`config.mk`:
```
export PLATFORM = sky130hd
export DESIGN_NAME = miriscv_lsu_flat
export DESIGN_NICKNAME = d
export VERILOG_FILES = /design/src/rtl/miriscv_lsu_pkg.sv /design/src/rtl/miriscv_lsu_if.sv /design/src/rtl/miriscv_lsu_align.sv /design/src/rtl/miriscv_lsu.sv /design/src/flat_wrapper.sv
export SDC_FILE = /design/constraint.sdc
export NUM_CORES = 1
export LEC_CHECK = 0
export BUFFER_PORTS_ARGS = -buffer_cell sky130_fd_sc_hd__clkbuf_2
export CORE_MARGIN = 2
export CORE_UTILIZATION = 50
export CTS_CLUSTER_DIAMETER = 150
export DETAILED_ROUTE_END_ITERATION = 10
export GPL_TIMING_DRIVEN = 0
export MAX_ROUTING_LAYER = met4
export PLACE_DENSITY_LB_ADDON = 0.3
export SYNTH_ARGS = -nofsm -noshare
export SYNTH_HDL_FRONTEND = slang
export SYNTH_SLANG_ARGS = --single-unit
```
`constraint.sdc`:
```
create_clock -name clk_i -period 3.22 [get_ports clk_i]
set_clock_uncertainty 0.2 [all_clocks]
set_input_delay 0.161 -clock clk_i [delete_from_list [all_inputs] [get_ports clk_i]]
set_output_delay 0.161 -clock clk_i [all_outputs]
set_load 0.01 [all_outputs]
```
`src/rtl/miriscv_lsu_pkg.sv`:
```
// Shared definitions for the load/store unit: funct3 size codes,
// FSM state encoding, error cause codes and a size legality helper.
// Imported by the LSU top and its alignment helper.
package miriscv_lsu_pkg;

  // funct3 access sizes carried by load/store instructions
  localparam logic [2:0] LDST_B  = 3'd0;
  localparam logic [2:0] LDST_H  = 3'd1;
  localparam logic [2:0] LDST_W  = 3'd2;
  localparam logic [2:0] LDST_BU = 3'd4;
  localparam logic [2:0] LDST_HU = 3'd5;

  // LSU control states (2-bit encoding)
  typedef enum logic [1:0] {
    LSU_IDLE = 2'd0,
    LSU_REQ  = 2'd1,
    LSU_RESP = 2'd2,
    LSU_DONE = 2'd3
  } lsu_state_e;

  // error cause codes reported alongside lsu_err_o
  localparam logic [1:0] LSU_ERR_MISALIGN = 2'd0;
  localparam logic [1:0] LSU_ERR_BADSIZE  = 2'd1;
  localparam logic [1:0] LSU_ERR_TIMEOUT  = 2'd2;

  // funct3 codes 3, 6 and 7 have no load/store meaning
  function automatic logic is_bad_size(input logic [2:0] size);
    return (size == 3'd3) || (size == 3'd6) || (size == 3'd7);
  endfunction

endpackage

```
`src/rtl/miriscv_lsu_if.sv`:
```
// Data-bus interface between the LSU and the memory side.
// The request phase is held until granted; the response is a single rvalid pulse.
// The master drives req/we/be/addr/wdata, the slave drives gnt/rvalid/rdata.
interface miriscv_lsu_if;
  logic        data_req;
  logic        data_we;
  logic [3:0]  data_be;
  logic [31:0] data_addr;
  logic [31:0] data_wdata;
  logic        data_gnt;
  logic        data_rvalid;
  logic [31:0] data_rdata;

  modport master (
    output data_req, data_we, data_be, data_addr, data_wdata,
    input  data_gnt, data_rvalid, data_rdata
  );

  modport slave (
    input  data_req, data_we, data_be, data_addr, data_wdata,
    output data_gnt, data_rvalid, data_rdata
  );
endinterface

```
`src/rtl/miriscv_lsu_align.sv`:
```
// Byte-lane steering: byte enables, replicated store data, alignment/size checks, load extension.
// Purely combinational, zero latency.
// No handshake; the caller decides when the outputs are used.
module miriscv_lsu_align
  import miriscv_lsu_pkg::*;
(
  input  logic [2:0]  size,
  input  logic [1:0]  addr_lo,
  input  logic [31:0] wdata_raw,
  input  logic [31:0] rdata,
  output logic [3:0]  be,
  output logic [31:0] wdata,
  output logic        misalign,
  output logic        badsize,
  output logic [31:0] ldata
);

  // Only the low halfword of the shifted read word is ever needed below a full word.
  logic [15:0] lane;

  assign lane    = 16'(rdata >> {addr_lo, 3'b000});
  assign badsize = is_bad_size(size);

  // Lane selection, alignment check and load extension per access width
  always_comb begin
    be       = 4'b0000;
    wdata    = 32'h0;
    misalign = 1'b0;
    ldata    = 32'h0;
    case (size)
      LDST_B, LDST_BU: begin
        be    = 4'b0001 << addr_lo;
        wdata = {4{wdata_raw[7:0]}};
        ldata = (size == LDST_B) ? {{24{lane[7]}}, lane[7:0]} : {24'h0, lane[7:0]};
      end
      LDST_H, LDST_HU: begin
        be       = addr_lo[1] ? 4'b1100 : 4'b0011;
        wdata    = {2{wdata_raw[15:0]}};
        misalign = addr_lo[0];
        ldata    = (size == LDST_H) ? {{16{lane[15]}}, lane} : {16'h0, lane};
      end
      LDST_W: begin
        be       = 4'b1111;
        wdata    = wdata_raw;
        misalign = |addr_lo;
        ldata    = rdata;
      end
      default: ;
    endcase
  end

endmodule

```
`src/rtl/miriscv_lsu.sv`:
```
// Load/store unit: one data-bus transaction per memory instruction, core stalled until done.
// Latency: aligned access needs IDLE+REQ(+RESP) stall cycles, result in DONE; errors stall 1 cycle.
// Backpressure: data_req held until gnt; REQ+RESP bounded by TIMEOUT cycles, then aborted.
module miriscv_lsu
  import miriscv_lsu_pkg::*;
#(
  parameter int TIMEOUT = 16
) (
  input  logic         clk_i,
  input  logic         rst_n_i,
  input  logic         lsu_req_i,
  input  logic         lsu_we_i,
  input  logic [2:0]   lsu_size_i,
  input  logic [31:0]  lsu_addr_i,
  input  logic [31:0]  lsu_data_i,
  output logic         lsu_stall_req_o,
  output logic [31:0]  lsu_data_o,
  output logic         lsu_err_o,
  output logic [1:0]   lsu_err_cause_o,
  miriscv_lsu_if.master bus
);

  localparam int CNT_W = $clog2(TIMEOUT + 1);

  lsu_state_e  state_q, state_d;
  logic        we_q;
  logic [2:0]  size_q;
  logic [31:0] addr_q;
  logic [31:0] wdata_q;
  logic [31:0] rdata_q;
  logic        err_q, err_d;
  logic [1:0]  cause_q, cause_d;
  logic [CNT_W-1:0] cnt_q;
  logic        latch_en;
  logic        rdata_en;
  logic        timeout_hit;

  logic [2:0]  sel_size;
  logic [1:0]  sel_addr_lo;
  logic [3:0]  be_a;
  logic [31:0] wdata_a;
  logic        misalign_a;
  logic        badsize_a;
  logic [31:0] ldata_a;

  logic in_req;
  logic in_done;

  // In IDLE the checks must see the incoming op; afterwards everything runs off the latches.
  assign sel_size    = (state_q == LSU_IDLE) ? lsu_size_i      : size_q;
  assign sel_addr_lo = (state_q == LSU_IDLE) ? lsu_addr_i[1:0] : addr_q[1:0];

  miriscv_lsu_align u_align (
    .size      (sel_size),
    .addr_lo   (sel_addr_lo),
    .wdata_raw (wdata_q),
    .rdata     (rdata_q),
    .be        (be_a),
    .wdata     (wdata_a),
    .misalign  (misalign_a),
    .badsize   (badsize_a),
    .ldata     (ldata_a)
  );

  // The last permitted REQ/RESP cycle; a response arriving in it still completes normally.
  assign timeout_hit = (cnt_q == CNT_W'(TIMEOUT - 1));

  // State register
  always_ff @(posedge clk_i) begin
    if (!rst_n_i) state_q <= LSU_IDLE;
    else          state_q <= state_d;
  end

  // Request latches, captured read word and latched error status
  always_ff @(posedge clk_i) begin
    if (!rst_n_i) begin
      we_q    <= 1'b0;
      size_q  <= 3'd0;
      addr_q  <= 32'h0;
      wdata_q <= 32'h0;
      rdata_q <= 32'h0;
      err_q   <= 1'b0;
      cause_q <= 2'd0;
    end else begin
      if (latch_en) begin
        we_q    <= lsu_we_i;
        size_q  <= lsu_size_i;
        addr_q  <= lsu_addr_i;
        wdata_q <= lsu_data_i;
      end
      if (rdata_en) rdata_q <= bus.data_rdata;
      err_q   <= err_d;
      cause_q <= cause_d;
    end
  end

  // Bus-phase cycle counter: held at zero in IDLE, counts every REQ and RESP cycle
  always_ff @(posedge clk_i) begin
    if (!rst_n_i)                                        cnt_q <= '0;
    else if (state_q == LSU_IDLE)                        cnt_q <= '0;
    else if (state_q == LSU_REQ || state_q == LSU_RESP)  cnt_q <= cnt_q + CNT_W'(1);
  end

  // Next-state logic: request acceptance, bus handshake and abort paths
  always_comb begin
    state_d  = state_q;
    latch_en = 1'b0;
    rdata_en = 1'b0;
    err_d    = err_q;
    cause_d  = cause_q;
    case (state_q)
      LSU_IDLE: begin
        err_d   = 1'b0;
        cause_d = 2'd0;
        if (lsu_req_i) begin
          latch_en = 1'b1;
          if (badsize_a) begin
            state_d = LSU_DONE;
            err_d   = 1'b1;
            cause_d = LSU_ERR_BADSIZE;
          end else if (misalign_a) begin
            state_d = LSU_DONE;
            err_d   = 1'b1;
            cause_d = LSU_ERR_MISALIGN;
          end else begin
            state_d = LSU_REQ;
          end
        end
      end
      LSU_REQ: begin
        // rvalid without gnt belongs to nothing we issued, so it is not looked at here
        if (bus.data_gnt && bus.data_rvalid) begin
          rdata_en = 1'b1;
          state_d  = LSU_DONE;
        end else if (timeout_hit) begin
          state_d = LSU_DONE;
          err_d   = 1'b1;
          cause_d = LSU_ERR_TIMEOUT;
        end else if (bus.data_gnt) begin
          state_d = LSU_RESP;
        end
      end
      LSU_RESP: begin
        if (bus.data_rvalid) begin
          rdata_en = 1'b1;
          state_d  = LSU_DONE;
        end else if (timeout_hit) begin
          state_d = LSU_DONE;
          err_d   = 1'b1;
          cause_d = LSU_ERR_TIMEOUT;
        end
      end
      LSU_DONE: state_d = LSU_IDLE;
      default:  state_d = LSU_IDLE;
    endcase
  end

  assign in_req  = (state_q == LSU_REQ);
  assign in_done = (state_q == LSU_DONE);

  // Bus fields are only meaningful while requesting; keep them quiet otherwise.
  assign bus.data_req   = in_req;
  assign bus.data_we    = in_req & we_q;
  assign bus.data_be    = in_req ? be_a : 4'b0000;
  assign bus.data_addr  = in_req ? {addr_q[31:2], 2'b00} : 32'h0;
  assign bus.data_wdata = in_req ? wdata_a : 32'h0;

  assign lsu_stall_req_o = lsu_req_i && (state_q != LSU_DONE);
  assign lsu_err_o       = in_done & err_q;
  assign lsu_err_cause_o = in_done ? cause_q : 2'd0;
  // Stores and any failed op return zero
  assign lsu_data_o      = (in_done && !err_q && !we_q) ? ldata_a : 32'h0;

endmodule
```
`src/flat_wrapper.sv`:
```
// flat-port wrapper written by rule: the top's interface ports become plain ports
module miriscv_lsu_flat import miriscv_lsu_pkg::*;
#(
  parameter int TIMEOUT = 16
)
  (clk_i, rst_n_i, lsu_req_i, lsu_we_i, lsu_size_i, lsu_addr_i, lsu_data_i, lsu_stall_req_o, lsu_data_o, lsu_err_o, lsu_err_cause_o, bus_data_req, bus_data_we, bus_data_be, bus_data_addr, bus_data_wdata, bus_data_gnt, bus_data_rvalid, bus_data_rdata);
  miriscv_lsu_if bus_i ();
  input  logic clk_i;
  input  logic rst_n_i;
  input  logic lsu_req_i;
  input  logic lsu_we_i;
  input  logic [2:0] lsu_size_i;
  input  logic [31:0] lsu_addr_i;
  input  logic [31:0] lsu_data_i;
  output logic lsu_stall_req_o;
  output logic [31:0] lsu_data_o;
  output logic lsu_err_o;
  output logic [1:0] lsu_err_cause_o;
  output wire logic [$bits(bus_i.data_req)-1:0] bus_data_req;
  output wire logic [$bits(bus_i.data_we)-1:0] bus_data_we;
  output wire logic [$bits(bus_i.data_be)-1:0] bus_data_be;
  output wire logic [$bits(bus_i.data_addr)-1:0] bus_data_addr;
  output wire logic [$bits(bus_i.data_wdata)-1:0] bus_data_wdata;
  input wire logic [$bits(bus_i.data_gnt)-1:0] bus_data_gnt;
  input wire logic [$bits(bus_i.data_rvalid)-1:0] bus_data_rvalid;
  input wire logic [$bits(bus_i.data_rdata)-1:0] bus_data_rdata;
  assign bus_data_req = bus_i.data_req;
  assign bus_data_we = bus_i.data_we;
  assign bus_data_be = bus_i.data_be;
  assign bus_data_addr = bus_i.data_addr;
  assign bus_data_wdata = bus_i.data_wdata;
  assign bus_i.data_gnt = bus_data_gnt;
  assign bus_i.data_rvalid = bus_data_rvalid;
  assign bus_i.data_rdata = bus_data_rdata;
  miriscv_lsu #(.TIMEOUT(TIMEOUT)) u_core (.clk_i(clk_i), .rst_n_i(rst_n_i), .lsu_req_i(lsu_req_i), .lsu_we_i(lsu_we_i), .lsu_size_i(lsu_size_i), .lsu_addr_i(lsu_addr_i), .lsu_data_i(lsu_data_i), .lsu_stall_req_o(lsu_stall_req_o), .lsu_data_o(lsu_data_o), .lsu_err_o(lsu_err_o), .lsu_err_cause_o(lsu_err_cause_o), .bus(bus_i));
endmodule
```
-- Word level (Yosys, flattened, before mapping)
Cells that the tools add are included.
- eq/ne operators: 17
- bitwise logic cells: 3
- $add $sub $neg: 1
- shift-type cells: 2
- mux-type cells: 41
- reductions and logical operators: 18
- operator list (operator ; number):
    one-hot mux 32 bit (3 select lines) ; 2
    2-to-1 mux 32 bit ; 5
    right shift 32 x 5 -> 16 bit ; 1
    2-to-1 mux 2 bit ; 14
    equality test 3 bit, second input constant ; 4
    one-hot mux 4 bit (3 select lines) ; 1
    2-to-1 mux 1 bit ; 11
    2-to-1 mux 4 bit ; 2
    != test 2 bit, second input constant ; 4
    one-hot mux 2 bit (4 select lines) ; 1
    OR reduction 2 bit ; 4
    equality test 3 x 2 -> 1 bit, second input constant ; 2
    one-hot mux 2 bit (3 select lines) ; 1
    AND reduction 3 bit ; 2
    adder 5 x 1 -> 5 bit, second input constant ; 1
    equality test 5 x 4 -> 1 bit, second input constant ; 1
    equality test 2 bit, second input constant ; 2
    logical AND 1 bit ; 4
    != test 4 x 3 -> 1 bit, second input constant ; 1
    one-hot mux 1 bit (2 select lines) ; 2
    left shift 1 x 2 -> 4 bit, first input constant ; 1
    equality test 3 x 1 -> 1 bit, second input constant ; 1
    zero test 3 bit ; 1
    logical OR 1 bit ; 3
    other kinds (9) ; 11
- word-level logic and storage cells: 91
- input bits: 105
- output and inout port bits: 106
- bits in registers: 110

-- Longest topological paths before layout
- word-level depth: 9
- depth in mapped cells: 10
- mapped depth without buffers: 8

-- Modules after synthesis
A second synthesis with hierarchy kept.
- cell total of the unflattened synthesis: 793
- area, all modules: 6339.8 um^2
- by module, submodules not included (module ; cells an instance ; instances ; area an instance (um^2) ; sequential area each (um^2)):
    miriscv_lsu ; 626 ; 1 ; 5185.0 ; 2202.1
    miriscv_lsu_align ; 167 ; 1 ; 1154.9 ; 0.0

-- Worst setup path after synthesis
Ideal clock, no wire load.
- path type: register to output
- start point: reg u_core.state_q[0]
- end point: out lsu_data_o[15]
- required time: 2859 ps
- arrival: 1962 ps
- path buffers: 1
- setup slack: 897 ps
- cell stages (with the launch flop): 9
- cells stage by stage: dfxtp_1 inv_1 ha_1 buf_6 mux2_2 o21ai_0 o21ai_1 or3b_1 a31oi_1
- longest elaborated chain between the ends: 6
- elaborated cells on any way between the ends: 18
- classes of those cells: eq/ne (5); shift (1); mux (6); reduce/logical (6)
- ends and longest elaborated chain (item ; RTL line ; source):
    from (decl) ; miriscv_lsu.sv:25 ; lsu_state_e state_q, state_d;
    from (signal assigned) ; miriscv_lsu.sv:71 ; else state_q <= state_d;
    zero test 2 bit ; miriscv_lsu.sv:50, miriscv_lsu.sv:51 ;
    2-to-1 mux 2 bit / 2-to-1 mux 3 bit (equally long branches) ; miriscv_lsu.sv:51, miriscv_lsu.sv:50 ;
    right shift 32 x 5 -> 16 bit, or another cell as far along ; miriscv_lsu_align.sv:21 ; assign lane = 16'(rdata >> {addr_lo, 3'b000});
    2-to-1 mux 32 bit, or another cell as far along ; miriscv_lsu_align.sv:40 ; ldata = (size == LDST_H) ? {{16{lane[15]}}, lane} : {16'h0, lane};
    one-hot mux 32 bit (3 select lines) ; miriscv_lsu_align.sv:30 ; case (size)
    2-to-1 mux 32 bit * ; miriscv_lsu.sv:172 ; assign lsu_data_o = (in_done && !err_q && !we_q) ? ldata_a : 32'h0;
    to (decl) ; flat_wrapper.sv:16 ; output logic [31:0] lsu_data_o;
Every way passes the cells marked *; elsewhere a longest branch is shown, timed or not.

-- Worst setup path in the final report
- start point: reg u_core.state_q[1]
- end point: out lsu_data_o[15]
The elaborated chain is that of the path after synthesis.

==> results_dict.tcl <==
set metrics [dict create \
    status "finished, final reports clean" \
    critical_path_class "flip-flop to output port" \
    cp.required_ps 2860 \
    kind_of_end_point_of_the_critical_path "output port" \
    setup_viol_count_final 0 \
    cts.root.buffer_cell "clkbuf_16" \
    main_flop_type_after_synthesis "dfxtp_1" \
    hold_crit_path_type "input port to flip-flop" \
    timing.critical_path.from "u_core.state_q[1]" \
    gr-usage-all-layers_pct 31.9 \
    finalHoldViolCount 0 \
    maxSlewHeadroom_pct 56.0 \
    number_of_distinct_library_cells_after_synthesis 59 \
    remaining_drc_errors 0 \
    tritoncts "built" \
    cts.htree.levels 3 \
    grt_antenna_before_repair 0 \
    worstSetupStartpointType "flip-flop" \
    clock_latency_ps 350 \
    critical_path.reg2reg.startpoint "u_core.state_q[0]" \
    slew_viol_final 0 \
    power.leakage_nw 3.53 \
    r2r_setup_slk_ps 660 \
    postRouteWirelength_mm 20.1 \
    synth_seq_area_share_pct 37.7 \
    insertedDiodeCount 0 \
    timing.critical_path.to "lsu_data_o[15]" \
    syn-cell-area_mm2 0.00585 \
    finalHoldWorstSlack_ps 68.4 \
    detail_route.vias_per_cell 5.48 \
    yosys_warnings 0 \
    port_buffers 207 \
    total_via_count_after_detailed_routing 6912 \
    pin_count 211 \
    biggest_area_consumer_among_synthesized_cells "dfxtp_1" \
    ant_nets 0 \
    worst_ir_drop_vdd_mv 0.389 \
    cpLargestDelayFamily "buffers and inverters" \
    design.core.area_mm2 0.0114 \
    die-height_um 112 \
    postSynth.asyncResetShare_pct 0 \
    synth_largest_type_area_fraction_pct 37.7 \
    synthCells 794 \
    max-cap-violations 0 \
    first_global_vias 6606 \
    effective_utilization_at_floorplan_pct 51.2 \
    period_share_pct 96.9 \
    synthTopCellsByArea "dfxtp_1 38%, nand2_1 15%, a21oi_1 10%" \
    cell_with_the_largest_stage_delay_on_the_worst_path "mux2_2" \
    instance_area_at_placement_mm2 0.00707 \
    cts.sinks 110 \
    cell_chain_of_the_critical_path "inv_1, ha_1, buf_6, mux2_2, o21ai_0, o21ai_1, or3b_1, a31oi_1, clkbuf_2" \
    drt_first_pass_iters 5 \
    maximum_number_of_pins_on_one_net_before_global_route_repair 17 \
    layout.nets 1226 \
    fp.dieArea_mm2 0.0126 \
    drt-wirelength-per-cell_um 15.9 \
    final_layout_size_suffix_gt1_share_pct 25.0 \
    design_area_final_mm2 0.00841 \
    placement_rows 39 \
    period_needed_ps 3120 \
    cts_buffers 9 \
    rr_endpoint "u_core.rdata_q[11]" \
    hpwlAfterDp_mm 13.4 \
    total_power_mw 5.41 \
    power.density_mw_per_mm2 643 \
    synth.ff_latch_count 110 \
    grt_setup_unrepaired "true" \
    path_depth 9 \
    fmax_mhz 320 \
    synth_area_per_cell_um2 7.36 \
    cp.arrival_ps 2760 \
    global_route_wire_length_before_repair_mm 31.7 \
    gp_congestion 0.944 \
    synthToLayoutAreaGrowth_pct 43.8 \
    clock_tree.buffer_depth 2 \
    worst_path_largest_cell_delay_ps 440 \
    worstMarginPinSlew_ps 660 \
    critPathMaxFanout 10 \
    grt_overflow 0 \
    path_clk_slew_ps 70 \
    critical_path_buf_inv_count 3 \
    chipWidth_um 112 \
    detailedRoute.firstIterationViolations 806 \
    synth_edf_count 0 \
    rr_worst_depth 8 \
    fin_tns_setup_ps 0 \
]
-- layout by cell type, fill, tap and decap left out, drive strengths merged, types with 9 or more instances in the layout --
cell	netlist	layout
nor3	13	13
mux2	11	11
clkbuf	38	257
nand2	238	238
nand3	9	9
and2	37	37
a21oi	130	130
o21a	11	11
a22oi	16	16
a21boi	14	14
inv	18	19
dfxtp	110	110
dlygate4sd3	0	102
mux2i	12	12
nor2	28	28
buf	26	25
and3	10	10
-- worst min-delay path: stages --
cell and delay, ps:
clkbuf_2 110, nand2_1 60, nand2_1 40, nand4_1 80, o211a_1 130
-- cell usage after synthesis (11+ instances only) --
cell,count
a21boi_0,11
a21oi_1,119
a21oi_2,11
a22oi_1,16
and2_1,37
buf_2,19
clkbuf_1,38
dfxtp_1,110
inv_1,17
nand2_1,238
nor2_1,27
nor3_1,12
o21a_1,11
-- per-layer routing --
| layer | share of wire, % | global-route usage (%) |
|---|---|---|
| met5 | 0 | - |
| met1 | 40 | 38.8 |
| met4 | 2.7 | 10.6 |
| met2 | 49 | 53.9 |
| met3 | 8.3 | 5.40 |
-- layout make-up --
class                           count  area, um^2
Clock buffer                       11         243
Buffer                             64         307
Inverter                           18        67.6
Tap cell                          143         179
Fill cell                         923        3010
Clock inverter                      3        21.3
Multi-Input combinational cell    603        3330
Timing Repair Buffer              309        2060
Sequential cell                   110        2200
-- report_power, final --
part           switching, mW  internal [mW]  total (mW)
sequential             0.165           1.56        1.73
clock                  0.493          0.540        1.03
combinational           1.68          0.961        2.65
total                   2.34           3.06        5.41
-- worst min-delay path by stage --
stage	from	cells after the start	slack [ps]	endpoint
6_report	bus_data_gnt	5	70	u_core.state_q[0]
5_1_grt	bus_data_rvalid	4	100	u_core.cause_q[0]
4_1_cts	bus_data_gnt	5	60	u_core.state_q[0]
3_5_place_dp	lsu_addr_i[13]	3	190	u_core.addr_q[13]
3_3_place_gp	lsu_addr_i[21]	3	180	u_core.addr_q[21]
2_1_floorplan	rst_n_i	1	90	u_core.state_q[0]
-- through the flow --
stage	setup WS, ps	utilization, %	instances
detailed placement	432	61.9	1145
global placement	501	61.9	1145
CTS	25.4	73.1	1261
global route	-22.3	73.6	1261
floorplan	897	-	795
finish	99.1	73.6	1261
-- what timing repair did --
action	CTS	global route
endpoints found under the setup margin	0	39
hold endpoints to repair	104	0
hold buffers	102	0
gates resized for setup	0	14
setup buffers	0	0
-- flip-flops by register name, summed over array words and instances (netlist names) --
name / cells
u_core.addr_q: 32
u_core.cause_q: 2
u_core.cnt_q: 5
u_core.err_q: 1
u_core.rdata_q: 32
u_core.size_q: 3
u_core.state_q: 2
u_core.wdata_q: 32
u_core.we_q: 1
-- kinds of logic after synthesis --
logic type,count (synthesis),share of synthesized area (%)
other,1,0.0641
AOI/OAI and AO/OA,217,23.5
buffers and inverters,82,6.31
muxes,23,4.30
adders and majority gates,6,1.28
DFF,110,37.7
and+or+nand+nor,352,26.4
xor gates and xnor gates,3,0.449
No activity file was read; power rests on OpenSTA's default activity.
